### src/rtl/fpu_mul_arb_pkg.sv
// Shared types and constants for the FP32 multiplier arbiter.
// The ID width is derived from the default requester count of 4.
package fpu_mul_arb_pkg;

  localparam int N_REQ_DEF = 4;
  localparam int ID_W      = $clog2(N_REQ_DEF);
  localparam int PERF_W    = 16;

  // One entry of the in-flight tag pipeline: valid plus issuing requester ID.
  typedef struct packed {
    logic            vld;
    logic [ID_W-1:0] id;
  } arb_tag_t;

endpackage

### src/rtl/fpu_mul_arbiter_rr_arbiter.sv
// Combinational round-robin grant: scans i_req starting at i_ptr, wrapping
// from N-1 to 0, and grants the first requester found (one-hot or zero).
// i_ptr must be below N; the owner of the pointer guarantees that.
module rr_arbiter #(
  parameter int N = 4,
  localparam int PW = (N > 1) ? $clog2(N) : 1
) (
  input  logic [N-1:0]  i_req,
  input  logic [PW-1:0] i_ptr,
  output logic [N-1:0]  o_gnt
);

  logic [2*N-1:0] w_req_dbl;
  logic [2*N-1:0] w_gnt_dbl;
  logic [N-1:0]   w_req_rot;
  logic [N-1:0]   w_first;
  logic           w_found;

  // Rotate requests right so that bit 0 is the requester at the pointer.
  assign w_req_dbl = {i_req, i_req} >> i_ptr;
  assign w_req_rot = w_req_dbl[N-1:0];

  // Fixed-priority pick of the lowest set bit in the rotated request vector.
  always_comb begin
    w_first = '0;
    w_found = 1'b0;
    for (int i = 0; i < N; i++) begin
      if (w_req_rot[i] && !w_found) begin
        w_first[i] = 1'b1;
        w_found    = 1'b1;
      end
    end
  end

  // Rotate the winner back left into absolute requester positions.
  assign w_gnt_dbl = {w_first, w_first} << i_ptr;
  assign o_gnt     = w_gnt_dbl[2*N-1:N];

endmodule

### src/rtl/fpu_mul_arbiter.sv
// Shares one fixed-latency pipelined FP32 multiplier among N_REQ requesters
// with round-robin fairness. A handshake in cycle t issues in cycle t+1; the
// product returns to the issuing requester in cycle t+2+MUL_LAT, in issue order.
// Optional per-requester saturating grant counters: FPU_MUL_ARB_PERF_EN.
//
// Handshake: a requester's operand pair transfers in any cycle where
// i_req_valid[k] & o_req_ready[k]; ready is one-hot, never depends on the
// operand data, and is low during reset. Responses have no backpressure.
module fpu_mul_arbiter
  import fpu_mul_arb_pkg::*;
#(
  parameter int N_REQ     = 4,
  parameter int SIZE_DATA = 32,
  parameter int MUL_LAT   = 3
) (
  input  logic                       i_clk,
  input  logic                       i_rst,
  input  logic [N_REQ-1:0]           i_req_valid,
  output logic [N_REQ-1:0]           o_req_ready,
  input  logic [N_REQ*SIZE_DATA-1:0] i_req_a,
  input  logic [N_REQ*SIZE_DATA-1:0] i_req_b,
  output logic                       o_mul_valid,
  output logic [SIZE_DATA-1:0]       o_mul_a,
  output logic [SIZE_DATA-1:0]       o_mul_b,
  input  logic [SIZE_DATA-1:0]       i_mul_result,
  output logic [N_REQ-1:0]           o_rsp_valid,
  output logic [SIZE_DATA-1:0]       o_rsp_data,
  output logic                       o_busy
`ifdef FPU_MUL_ARB_PERF_EN
  ,
  output logic [N_REQ*PERF_W-1:0]    o_perf_grant_cnt
`endif
);

  logic [N_REQ-1:0]     w_gnt;
  logic                 w_hs;
  logic [ID_W-1:0]      w_hs_id;
  logic [SIZE_DATA-1:0] w_sel_a;
  logic [SIZE_DATA-1:0] w_sel_b;
  logic                 w_busy;

  logic [ID_W-1:0]      r_ptr;
  logic                 r_mul_valid;
  logic [SIZE_DATA-1:0] r_mul_a;
  logic [SIZE_DATA-1:0] r_mul_b;
  arb_tag_t             r_tag [MUL_LAT+1];
  logic [N_REQ-1:0]     r_rsp_valid;
  logic [SIZE_DATA-1:0] r_rsp_data;

  rr_arbiter #(.N(N_REQ)) u_rr (
    .i_req (i_req_valid),
    .i_ptr (r_ptr),
    .o_gnt (w_gnt)
  );

  // Grants are suppressed while reset is held so nothing is accepted then.
  assign o_req_ready = i_rst ? '0 : w_gnt;
  assign w_hs        = |(o_req_ready & i_req_valid);

  // Encode the granted requester and pick its operand pair.
  always_comb begin
    w_hs_id = '0;
    w_sel_a = '0;
    w_sel_b = '0;
    for (int k = 0; k < N_REQ; k++) begin
      if (o_req_ready[k] && i_req_valid[k]) begin
        w_hs_id = ID_W'(k);
        w_sel_a = i_req_a[k*SIZE_DATA +: SIZE_DATA];
        w_sel_b = i_req_b[k*SIZE_DATA +: SIZE_DATA];
      end
    end
  end

  // Round-robin pointer moves just past the last winner; holds when idle.
  always_ff @(posedge i_clk) begin
    if (i_rst) begin
      r_ptr <= '0;
    end else if (w_hs) begin
      r_ptr <= (w_hs_id == ID_W'(N_REQ - 1)) ? '0 : w_hs_id + 1'b1;
    end
  end

  // Issue register: operands go to the multiplier the cycle after handshake.
  always_ff @(posedge i_clk) begin
    if (i_rst) begin
      r_mul_valid <= 1'b0;
      r_mul_a     <= '0;
      r_mul_b     <= '0;
    end else begin
      r_mul_valid <= w_hs;
      if (w_hs) begin
        r_mul_a <= w_sel_a;
        r_mul_b <= w_sel_b;
      end
    end
  end

  // Tag pipeline tracks who owns each multiplier stage; it never stalls.
  always_ff @(posedge i_clk) begin
    if (i_rst) begin
      for (int s = 0; s <= MUL_LAT; s++) begin
        r_tag[s] <= '0;
      end
    end else begin
      r_tag[0].vld <= w_hs;
      r_tag[0].id  <= w_hs_id;
      for (int s = 1; s <= MUL_LAT; s++) begin
        r_tag[s] <= r_tag[s-1];
      end
    end
  end

  // Capture the product when the last tag stage is valid and strobe its owner.
  always_ff @(posedge i_clk) begin
    if (i_rst) begin
      r_rsp_valid <= '0;
      r_rsp_data  <= '0;
    end else begin
      r_rsp_valid <= '0;
      if (r_tag[MUL_LAT].vld) begin
        r_rsp_valid <= N_REQ'(1) << r_tag[MUL_LAT].id;
        r_rsp_data  <= i_mul_result;
      end
    end
  end

  // Busy while anything sits in the issue register or the tag pipeline.
  always_comb begin
    w_busy = r_mul_valid;
    for (int s = 0; s <= MUL_LAT; s++) begin
      w_busy = w_busy | r_tag[s].vld;
    end
  end

  assign o_mul_valid = r_mul_valid;
  assign o_mul_a     = r_mul_a;
  assign o_mul_b     = r_mul_b;
  assign o_rsp_valid = r_rsp_valid;
  assign o_rsp_data  = r_rsp_data;
  assign o_busy      = w_busy;

`ifdef FPU_MUL_ARB_PERF_EN
  logic [PERF_W-1:0] r_perf_cnt [N_REQ];

  // Per-requester grant counters that stick at all-ones.
  always_ff @(posedge i_clk) begin
    if (i_rst) begin
      for (int k = 0; k < N_REQ; k++) begin
        r_perf_cnt[k] <= '0;
      end
    end else begin
      for (int k = 0; k < N_REQ; k++) begin
        if (o_req_ready[k] && i_req_valid[k] && (r_perf_cnt[k] != '1)) begin
          r_perf_cnt[k] <= r_perf_cnt[k] + 1'b1;
        end
      end
    end
  end

  for (genvar g = 0; g < N_REQ; g++) begin : g_perf
    assign o_perf_grant_cnt[g*PERF_W +: PERF_W] = r_perf_cnt[g];
  end
`endif

endmodule
### config.mk
export PLATFORM = sky130hd
export DESIGN_NAME = fpu_mul_arbiter
export DESIGN_NICKNAME = d
export VERILOG_FILES = /design/src/rtl/fpu_mul_arb_pkg.sv /design/src/rtl/fpu_mul_arbiter_rr_arbiter.sv /design/src/rtl/fpu_mul_arbiter.sv
export SDC_FILE = /design/constraint.sdc
export NUM_CORES = 1
export LEC_CHECK = 0
export ABC_CLOCK_PERIOD_IN_PS = 2700
export BUFFER_PORTS_ARGS = -buffer_cell sky130_fd_sc_hd__buf_2
export CAP_MARGIN = 25
export CORE_AREA = 4 4 152 154
export DETAILED_ROUTE_END_ITERATION = 10
export DIE_AREA = 0 0 156 158
export SETUP_SLACK_MARGIN = 0.5
export SKIP_LAST_GASP = 1
export SYNTH_ARGS = -nofsm -noshare
export SYNTH_HDL_FRONTEND = slang
export SYNTH_HIERARCHICAL = 1
export SYNTH_SLANG_ARGS = --single-unit
export TNS_END_PERCENT = 1
### constraint.sdc
create_clock -name i_clk -period 2.7 [get_ports i_clk]
set_input_delay 0.135 -clock i_clk [delete_from_list [all_inputs] [get_ports i_clk]]
set_output_delay 0.135 -clock i_clk [all_outputs]
set_load 0.02 [all_outputs]
# After elaboration in Yosys (flattened, before gate mapping)
# Memories as Yosys holds them, arrays and structs flattened.
# Cells that the tools add are included.
word_totals:
  reg_bits: 103
  latch_bits: 0
  mem_bits_rw: 12
  mem_bits_ro: 0
  in_bits: 294
  output_inout_bits: 106
  word_cells: 62
  mem_count: 1
mem_list:
  columns: ["memory", "depth", "word_bits", "read_ports", "rd_clocked_by_memory_dff", "write_ports", "line_no", "source"]
  rows:
  - ["r_tag", 4, 3, 4, 0, 4, "fpu_mul_arbiter.sv:46", "arb_tag_t r_tag [MUL_LAT+1];"]
classes:
  n_addsub: 1
  n_mul: 0
  n_div: 0
  magnitude_cmp: 0
  n_eq_ne: 1
  shifts: 3
  mux: 27
  bitwise: 11
  reduce_logical: 12
ops:
  columns: ["cell", "n"]
  rows:
  - ["two-way mux 32 bit", 8]
  - ["two-way mux 1 bit", 11]
  - ["two-way mux 3 bit", 3]
  - ["OR 1 bit", 9]
  - ["two-way mux 2 bit", 4]
  - ["left shift 8 x 2 -> 8 bit", 1]
  - [">> shifter 8 x 2 -> 4 bit", 1]
  - ["logical AND 1 bit", 7]
  - ["bitwise AND 4 bit", 1]
  - ["two-way mux 4 bit", 1]
  - ["OR reduction 4 bit", 1]
  - ["left shift 1 x 2 -> 4 bit, first input constant", 1]
  - ["zero test 1 bit", 3]
  - ["adder 2 x 1 -> 2 bit, second input constant", 1]
  - ["equality test 2 bit, second input constant", 1]
  - ["OR reduction 2 bit", 1]
  - ["inverter 1 bit", 1]

# Longest topological paths before layout
# Gate-level depths: netlist (run 1).
depth:
  depth_word: 19
  depth_mapped: 10
  ltp_nobuf: 7

# Modules after synthesis
# The synthesis (run 1) kept the hierarchy.
by_module_without_submodules:
  columns: ["module", "instances", "cells_each", "area_each_um2", "seq_area_each_um2"]
  rows:
  - ["fpu_mul_arbiter", 1, 592, 5532.8, 2282.2]
  - ["rr_arbiter", 1, 18, 102.6, 0.0]

# Worst setup path before layout (run 1)
# No wires, ideal clock.
synth_timing:
  path_type: "flip-flop to flip-flop"
  startpoint: "register r_ptr[0]"
  endpoint: "register r_mul_a[21], in the netlist o_mul_a[21]"
  setup_time_ps: 87
  arrival_time_ps: 1983
  slack_ps: 630
  path_stages_with_launch: 9
  path_buffers: 2
  cell_sequence: "dfxtp_1 a21o_1 a21oi_1 o21a_1 nor2b_1 a221oi_4 buf_4 buf_2 o31ai_1"
synth_via:
  elab_chain_len: 18
synth_lines:
  columns: ["element", "line_no", "source"]
  rows:
  - ["from (decl)", "fpu_mul_arbiter.sv:42", "logic [ID_W-1:0] r_ptr;"]
  - ["from (signal assigned)", "fpu_mul_arbiter.sv:79", "r_ptr <= (w_hs_id == ID_W'(N_REQ - 1)) ? '0 : w_hs_id + 1'b1;"]
  - [">> shifter 8 x 2 -> 4 bit", "fpu_mul_arbiter_rr_arbiter.sv:20", "assign w_req_dbl = {i_req, i_req} >> i_ptr;"]
  - ["two-way mux 1 bit", "fpu_mul_arbiter_rr_arbiter.sv:28", "if (w_req_rot[i] && !w_found) begin"]
  - ["zero test 1 bit", "fpu_mul_arbiter_rr_arbiter.sv:28", null]
  - ["logical AND 1 bit", "fpu_mul_arbiter_rr_arbiter.sv:28", null]
  - ["two-way mux 1 bit", "fpu_mul_arbiter_rr_arbiter.sv:28", null]
  - ["zero test 1 bit", "fpu_mul_arbiter_rr_arbiter.sv:28", null]
  - ["logical AND 1 bit", "fpu_mul_arbiter_rr_arbiter.sv:28", null]
  - ["two-way mux 1 bit", "fpu_mul_arbiter_rr_arbiter.sv:28", null]
  - ["zero test 1 bit", "fpu_mul_arbiter_rr_arbiter.sv:28", null]
  - ["logical AND 1 bit", "fpu_mul_arbiter_rr_arbiter.sv:28", null]
  - ["two-way mux 1 bit", "fpu_mul_arbiter_rr_arbiter.sv:28", null]
  - ["left shift 8 x 2 -> 8 bit (*)", "fpu_mul_arbiter_rr_arbiter.sv:36", "assign w_gnt_dbl = {w_first, w_first} << i_ptr;"]
  - ["net w_gnt[0]", "fpu_mul_arbiter.sv:35", "logic [N_REQ-1:0] w_gnt;"]
  - ["two-way mux 4 bit (*)", "fpu_mul_arbiter.sv:57", "assign o_req_ready = i_rst ? '0 : w_gnt;"]
  - ["net o_req_ready[0]", "fpu_mul_arbiter.sv:19", "output logic [N_REQ-1:0] o_req_ready,"]
  - ["logical AND 1 bit", "fpu_mul_arbiter.sv:66", "if (o_req_ready[k] && i_req_valid[k]) begin"]
  - ["two-way mux 32 bit (4 in a row)", "fpu_mul_arbiter.sv:66", null]
  - ["to (signal assigned)", "fpu_mul_arbiter.sv:92", "r_mul_a <= w_sel_a;"]
  - ["to (decl)", "fpu_mul_arbiter.sv:44", "logic [SIZE_DATA-1:0] r_mul_a;"]
# Mark *: on every way through the listed nets, which the timed path passes. The rest lies on a longest branch.
# A chain may end at the register's enable or synchronous reset.

# Worst setup path in the final report (run 1)
layout_timing:
  startpoint: "register r_ptr[0]"
  endpoint: "register r_mul_b[29], in the netlist o_mul_b[29]"
layout_lines:
  columns: ["element", "line_no", "source"]
  rows:
  - [">> shifter 8 x 2 -> 4 bit", "fpu_mul_arbiter_rr_arbiter.sv:20", null]
  - ["two-way mux 1 bit", "fpu_mul_arbiter_rr_arbiter.sv:28", null]
  - ["zero test 1 bit", "fpu_mul_arbiter_rr_arbiter.sv:28", null]
  - ["logical AND 1 bit", "fpu_mul_arbiter_rr_arbiter.sv:28", null]
  - ["two-way mux 1 bit", "fpu_mul_arbiter_rr_arbiter.sv:28", null]
  - ["zero test 1 bit", "fpu_mul_arbiter_rr_arbiter.sv:28", null]
  - ["logical AND 1 bit", "fpu_mul_arbiter_rr_arbiter.sv:28", null]
  - ["two-way mux 1 bit", "fpu_mul_arbiter_rr_arbiter.sv:28", null]
  - ["zero test 1 bit", "fpu_mul_arbiter_rr_arbiter.sv:28", null]
  - ["logical AND 1 bit", "fpu_mul_arbiter_rr_arbiter.sv:28", null]
  - ["two-way mux 1 bit", "fpu_mul_arbiter_rr_arbiter.sv:28", null]
  - ["left shift 8 x 2 -> 8 bit (*)", "fpu_mul_arbiter_rr_arbiter.sv:36", null]
  - ["net w_gnt[2]", "fpu_mul_arbiter.sv:35", null]
  - ["two-way mux 4 bit (*)", "fpu_mul_arbiter.sv:57", null]
  - ["logical AND 1 bit", "fpu_mul_arbiter.sv:66", null]
  - ["two-way mux 32 bit (2 in a row)", "fpu_mul_arbiter.sv:66", null]
  - ["to (signal assigned)", "fpu_mul_arbiter.sv:93", "r_mul_b <= w_sel_b;"]
  - ["to (decl)", "fpu_mul_arbiter.sv:45", "logic [SIZE_DATA-1:0] r_mul_b;"]
# Marks and branches as above.

==> impl_metrics.ini, run 1 <==
[worst_setup_path]
reg2reg_depth = 8
crit_arrival_ns = 2.34
required_ns = 2.99
start_kind = flip-flop
crit_fanout = 31
r2r_setup_slack_ns = 0.66
r2r_end = o_mul_b[29]
crit_type = reg2reg
cp-end-kind = flip-flop
worst_r2r_startpoint = r_ptr[0]

[power_and_ir_drop]
switching_share_pct = 28.9
switchingPower_mw = 1.41
worst_ir_drop_vdd_uv = 363
p_leak_nw = 4.63
internal_power_mw = 3.46
p_per_area_nw_per_um2 = 549
sequentialPowerShare_pct = 36.5
clock_power_share_pct = 46.1
power_mw = 4.87
combPwrFrac_pct = 17.4

[place]
io_buffers = 399
gp_congestion = 0.789
placed_area_um2 = 7730
dp.cells = 1245
dpl.hpwl_mm = 16.6

[synth]
ys.warnings.count = 6
synth_flop_cell = dfxtp_1
synth_fp_nets = 904
synth_edf_count = 0
synthCells = 610
synth.distinct_cells = 36
synth-seq-area-share_pct = 40.5
synth_top_area_share_pct = 40.5
ys_seq_elements = 114
synth_area_leaders = dfxtp_1 40%, a21o_1 8.8%, o31ai_1 8.5%, a221oi_1 7.5%, nor2_1 6.6%
avgSynthCellArea_um2 = 9.24
netlist_area_um2 = 5640
async_flop_share_pct = 0
yosysTopAreaCell = dfxtp_1

[final_layout]
layout_common_cells = 399 x buf_2, 111 x dfxtp_1, 99 x nor2_1, 67 x nand2_1, 66 x a21o_1
final_common_cell = buf_2
finalNetCount = 1324
finalNonFillerCells = 1323
fill_cells = 2216
fin_util_pct = 40.9
n_antenna_cell = 0
drive_gt1_share_pct = 46.2
final_area_um2 = 8880
syn_to_final_growth_pct = 57.6

[timing]
setup_viol = 0
min_period_ns = 2.04
rsz0062_at_grt = false
relSlewSlack_pct = 61.8
slew_violations = 0
worst_pin_slew_ns = 0.574
fin_skew_ns = 0.00774
fin_setup_tns_ns = 0
max_freq_ghz = 0.489
finalCritPeriodShare_pct = 75.7
hold_viol = 0

[route]
routed_wirelength_mm = 23.4
drt_pre_antenna_iters = 5
num_vias = 6408
drc = 0
ant_nets = 0
via_per_inst = 4.84
wl_per_cell_um = 17.7
drt_iter0_markers = 360

[cts]
insertion_delay_ns = 0.41
root_buffer = clkbuf_16
path_clk_slew_ns = 0.06
clock_path_buffers = 2
cts_tree = built
htree_levels = 4
cts_sinks = 114
cts-buffers-inserted = 17

[global_route]
overflow = 0
first_global_vias = 6082
grt_usage_pct = 17.0
grt_pass1_wl_mm = 33.1
antenna_found_initial = 1
grt_max_degree = 67

[floorplan]
die_area_um2 = 24600
die-width_um = 156
core-area_um2 = 21700
io_pins = 400
rows = 54
fp.dieH_um = 158
initial_core_util_pct = 26.0

[hold_path]
min_path_type = in2reg
min_path_cells = 3
min_to = o_rsp_data[30]
hold_start = i_mul_result[30]

[status]
status = complete, no violations

[flow_run]
max-cap-violations = 0
power by group through the flow:
stage          clock network (mW)  registers, mW  logic, mW
6_report                     2.25           1.78      0.848
5_1_grt                      2.40           1.79      0.916
3_5_place_dp                    0           1.82      0.761
4_1_cts                      2.32           1.79      0.812
2_1_floorplan                   0           1.88      0.346
3_3_place_gp                    0           1.82      0.753
cells by family (layout without fill, tap and decap cells):
| logic type | Yosys count | count (layout) | synth area share [%] |
|---|---|---|---|
| AOI/OAI and AO/OA | 205 | 205 | 30.8 |
| buffers and inverters | 62 | 495 | 7.44 |
| DFF | 114 | 114 | 40.5 |
| muxes | 32 | 32 | 5.68 |
| and+or+nand+nor | 197 | 197 | 15.5 |
metal layers:
layer	up-vias	share of wire, %	GRT usage (%)
met2	313	50	30.2
met1	2978	40	20.2
met3	25	8.5	4.95
met4	2	1.2	4.00
met5	-	0.056	0
li1	3090	-	-
synthesized netlist by cell type, types with 4 or more instances:
cell type  instances
dfxtp_1          114
nor2_1            99
nand2_1           68
a21o_1            66
o31ai_1           64
a221oi_1          48
mux2i_1           32
buf_2             20
a221oi_2          16
clkbuf_1          15
nor2b_1           13
buf_6             10
buf_8              6
buf_4              5
a21oi_1            4
inv_1              4
repair_timing:
item / in CTS / in global routing
hold buffers: 41 / 0
hold endpoints to repair: 41 / 0
gates resized for setup: 3 / 15
pin swaps: 0 / 1
buffers inserted: 0 / 2
cloned: 0 / 2
endpoints found under the setup margin: 39 / 65
flip-flops by register name, indices dropped and copies added (netlist names):
| name | cells |
|---|---|
| r_ptr | 2 |
| o_mul_b | 32 |
| r_tag | 12 |
| o_mul_a | 32 |
| o_rsp_data | 32 |
| o_rsp_valid | 4 |
through the flow:
step | hold slack (ns) | setup WS (ns)
after detailed placement | 0.379 | 0.465
after floorplan | 0.282 | 0.630
after global routing | 0.00981 | 0.502
after global placement | 0.369 | 0.516
final | 0.0126 | 0.655
after CTS | 0.0000373 | 0.539
worst max path at each step:
stage          slack [ns]     endpoint  startpoint
6_report             0.66  o_mul_b[29]    r_ptr[0]
4_1_cts              0.54  o_mul_a[22]    r_ptr[0]
2_1_floorplan        0.63  o_mul_a[21]    r_ptr[0]
3_5_place_dp         0.46  o_mul_a[22]    r_ptr[0]
5_1_grt              0.50  o_mul_b[29]    r_ptr[0]
3_3_place_gp         0.52  o_mul_a[14]    r_ptr[0]
worst max-delay path, cell delays in order (launching register included):
cell and delay (ns):
dfxtp_2 0.36, a21o_1 0.16, a21oi_1 0.13, o21a_1 0.19, a22o_1 0.35, nor2_4 0.08
buf_12 0.18, a221oi_1 0.34, o31ai_1 0.11
cell type report:
type / instances / area, um^2 / area share, %
inverter: 4 / 15.0 / 0.169
tap: 280 / 350 / 3.95
clock buffer: 17 / 425 / 4.79
timing repair buffer: 459 / 2690 / 30.3
sequential: 114 / 2290 / 25.7
multi-input combinational: 434 / 2950 / 33.2
clock inverter: 15 / 161 / 1.82
Note: power is estimated with default switching activity, not from simulation.
==> inputs of run 2 (changes only) <==
--- a/config.mk
+++ b/config.mk
@@ -5,12 +5,13 @@
 export SDC_FILE = /design/constraint.sdc
 export NUM_CORES = 1
 export LEC_CHECK = 0
-export ABC_CLOCK_PERIOD_IN_PS = 2700
+export ABC_AREA = 1
+export ABC_CLOCK_PERIOD_IN_PS = 1900
 export BUFFER_PORTS_ARGS = -buffer_cell sky130_fd_sc_hd__buf_2
 export CAP_MARGIN = 25
-export CORE_AREA = 4 4 152 154
+export CORE_AREA = 4 4 155 157
 export DETAILED_ROUTE_END_ITERATION = 10
-export DIE_AREA = 0 0 156 158
+export DIE_AREA = 0 0 159 161
 export SETUP_SLACK_MARGIN = 0.5
 export SKIP_LAST_GASP = 1
 export SYNTH_ARGS = -nofsm -noshare
==> constraint.sdc (replaced) <==
create_clock -name i_clk -period 1.9 [get_ports i_clk]
set_input_delay 0.095 -clock i_clk [delete_from_list [all_inputs] [get_ports i_clk]]
set_output_delay 0.095 -clock i_clk [all_outputs]
set_load 0.02 [all_outputs]
==> run 2 against run 1 <==
Against the previous run:
- largest cell class is now non-clock buffers
- clock power up 51%
- synthesized area rose by 26%
- sequential cell count is the same
- final area rose by 34%
- synthesized cell count up 92%
- combinational power rose to 9.1 times the previous value
- critical path type unchanged
- the run now ends with setup timing left
- clock-buffer cell count is the same
- critical path depth grew 9
==> impl_metrics.ini, run 2 <==
[power_and_ir_drop]
worst_ir_drop_vdd_uv = 653
p_leak_nw = 6.63
switchingPower_mw = 6.14
internal_power_mw = 8.39
p_per_area_nw_per_um2 = 1220
clock_power_share_pct = 23.3
sequentialPowerShare_pct = 23.3
combPwrFrac_pct = 53.4
switching_share_pct = 42.3

[final_layout]
final_area_um2 = 11900
drive_gt1_share_pct = 35.8
finalNonFillerCells = 1991
syn_to_final_growth_pct = 67.5
final_common_cell = buf_2
fill_cells = 2248
finalNetCount = 1981
layout_common_cells = 398 x buf_2, 274 x nand2_1, 203 x nand3_1, 145 x nor2_1, 144 x inv_1

[cts]
clock_path_buffers = 2
insertion_delay_ns = 0.42
cts-buffers-inserted = 17
cts_tree = built
root_buffer = clkbuf_16
cts_sinks = 114
htree_levels = 4
path_clk_slew_ns = 0.06

[synth]
synth-seq-area-share_pct = 32.2
synth_area_leaders = dfxtp_1 32%, nand2_1 15%, nand3_1 15%, inv_1 7.7%, nor2_1 7.7%
yosysTopAreaCell = dfxtp_1
synth_fp_nets = 1466
synthCells = 1172
async_flop_share_pct = 0
synth_flop_cell = dfxtp_1
ys.warnings.count = 6
netlist_area_um2 = 7100
avgSynthCellArea_um2 = 6.05
synth_top_area_share_pct = 32.2
synth.distinct_cells = 23
ys_seq_elements = 114
synth_edf_count = 0
synth_common_cells = 286 x nand2_1, 206 x nand3_1, 145 x inv_1, 145 x nor2_1, 114 x dfxtp_1
post-synth-top-count-cell = nand2_1

[route]
num_vias = 9492
ant_nets = 0
drt_pre_antenna_iters = 7
routed_wirelength_mm = 32.5
wl_per_cell_um = 16.3
drc = 0
via_per_inst = 4.77
drt_iter0_markers = 850

[worst_setup_path]
crit_fanout = 12
crit_type = reg2reg
required_ns = 2.21
start_kind = flip-flop
crit_arrival_ns = 2.52
cp-end-kind = flip-flop

[timing]
hold_viol = 0
min_period_ns = 2.21
slew_violations = 0
finalCritPeriodShare_pct = 117
setup_viol = 73
max_freq_ghz = 0.452
rsz0062_at_grt = true
fin_setup_tns_ns = -19.93
fin_skew_ns = 0.00980
fin_ws_ns = -0.314
worst_pin_slew_ns = 0.462
relSlewSlack_pct = 69.2

[global_route]
overflow = 0
first_global_vias = 9447
grt_max_degree = 84
grt_usage_pct = 24.4
grt_pass1_wl_mm = 50.6
antenna_found_initial = 7

[floorplan]
io_pins = 400
die_area_um2 = 25600
fp.dieH_um = 161
die-width_um = 159
initial_core_util_pct = 31.5
rows = 55
core-area_um2 = 22500

[status]
status = finished, violations left
violations = setup timing

[flow_run]
max-cap-violations = 0

[hold_path]
min_path_type = in2reg

[place]
pre_cts_ws_ns = -0.396
dpl.hpwl_mm = 21.6
io_buffers = 399
gp_congestion = 0.887
dp.cells = 1832
placed_area_um2 = 9650
## run 2: area by class of cell
class	count	area, um^2	area share, %
tap	285	357	3.00
timing repair buffer	586	4100	34.5
antenna	6	15.0	0.126
inverter	150	573	4.82
clock inverter	15	199	1.67
clock buffer	17	425	3.58
sequential	114	2290	19.2
multi-input combinational	818	3930	33.1
## run 2: critical path: stages (launching register included)
cell	delay, ns
dfxtp_4	0.40
inv_6	0.06
nand2_2	0.07
nand3_2	0.12
nand2_4	0.11
nand2_4	0.06
o21ai_2	0.14
nand3_1	0.08
nand2_1	0.08
inv_2	0.04
nor2_4	0.10
nand2_4	0.09
buf_12	0.14
buf_12	0.13
buf_16	0.14
or2_0	0.22
nand2_1	0.07
nand2_1	0.04
## run 2: path summary, 6_finish.rpt
kind,from,end,slack [ns],cells past startpoint
max,r_ptr[0],o_mul_b[28],-0.31,17
min,i_req_a[44],o_mul_a[12],0.02,5
max reg2reg,r_ptr[0],o_mul_b[28],-0.31,17
min reg2reg,r_tag[1][1],r_tag[2][1],0.40,2
## run 2: metrics by stage
stage,hold slack [ns],util [%],total power [mW]
after CTS,0.000476,52.7,14.6
after detailed placement,0.323,42.9,10.0
final,0.0170,52.8,14.5
after floorplan,0.167,-,7.50
after global placement,0.316,42.9,9.95
after global routing,0.0191,52.8,15.5
## run 2: power by group through the flow
stage	combinational, mW	clock [mW]	sequential [mW]
floorplan	3.46	0	4.04
global placement	6.55	0	3.40
detailed placement	6.62	0	3.39
CTS	7.76	3.46	3.37
global route	8.46	3.57	3.44
finish	7.75	3.39	3.38
## run 2: metal layers
layer	vias up	global-route usage (%)	wire length, um	part of all wire (%)
li1	4726	-	-	-
met1	4229	28.5	12700	39
met2	448	42.0	16000	49
met3	85	6.61	2500	7.7
met4	4	10.5	1280	3.9
met5	-	0	21	0.065
## run 2: repair_timing
| action | CTS | global route |
|---|---|---|
| pin swaps | 32 | 1 |
| hold endpoints to repair | 96 | 0 |
| gates resized for setup | 55 | 2 |
| setup buffers | 10 | 0 |
| cloned | 9 | 0 |
| endpoints found under the setup margin | 74 | 74 |
| hold buffers | 102 | 0 |
## run 2: cells by family (layout without fill, tap and decap cells)
group | after synthesis | count (layout) | synth area share, %
AOI/OAI and AO/OA | 36 | 36 | 2.54
buffers and inverters | 240 | 768 | 14.8
DFF | 114 | 114 | 32.2
other | 0 | 6 | 0
and+or+nand+nor | 782 | 782 | 50.4
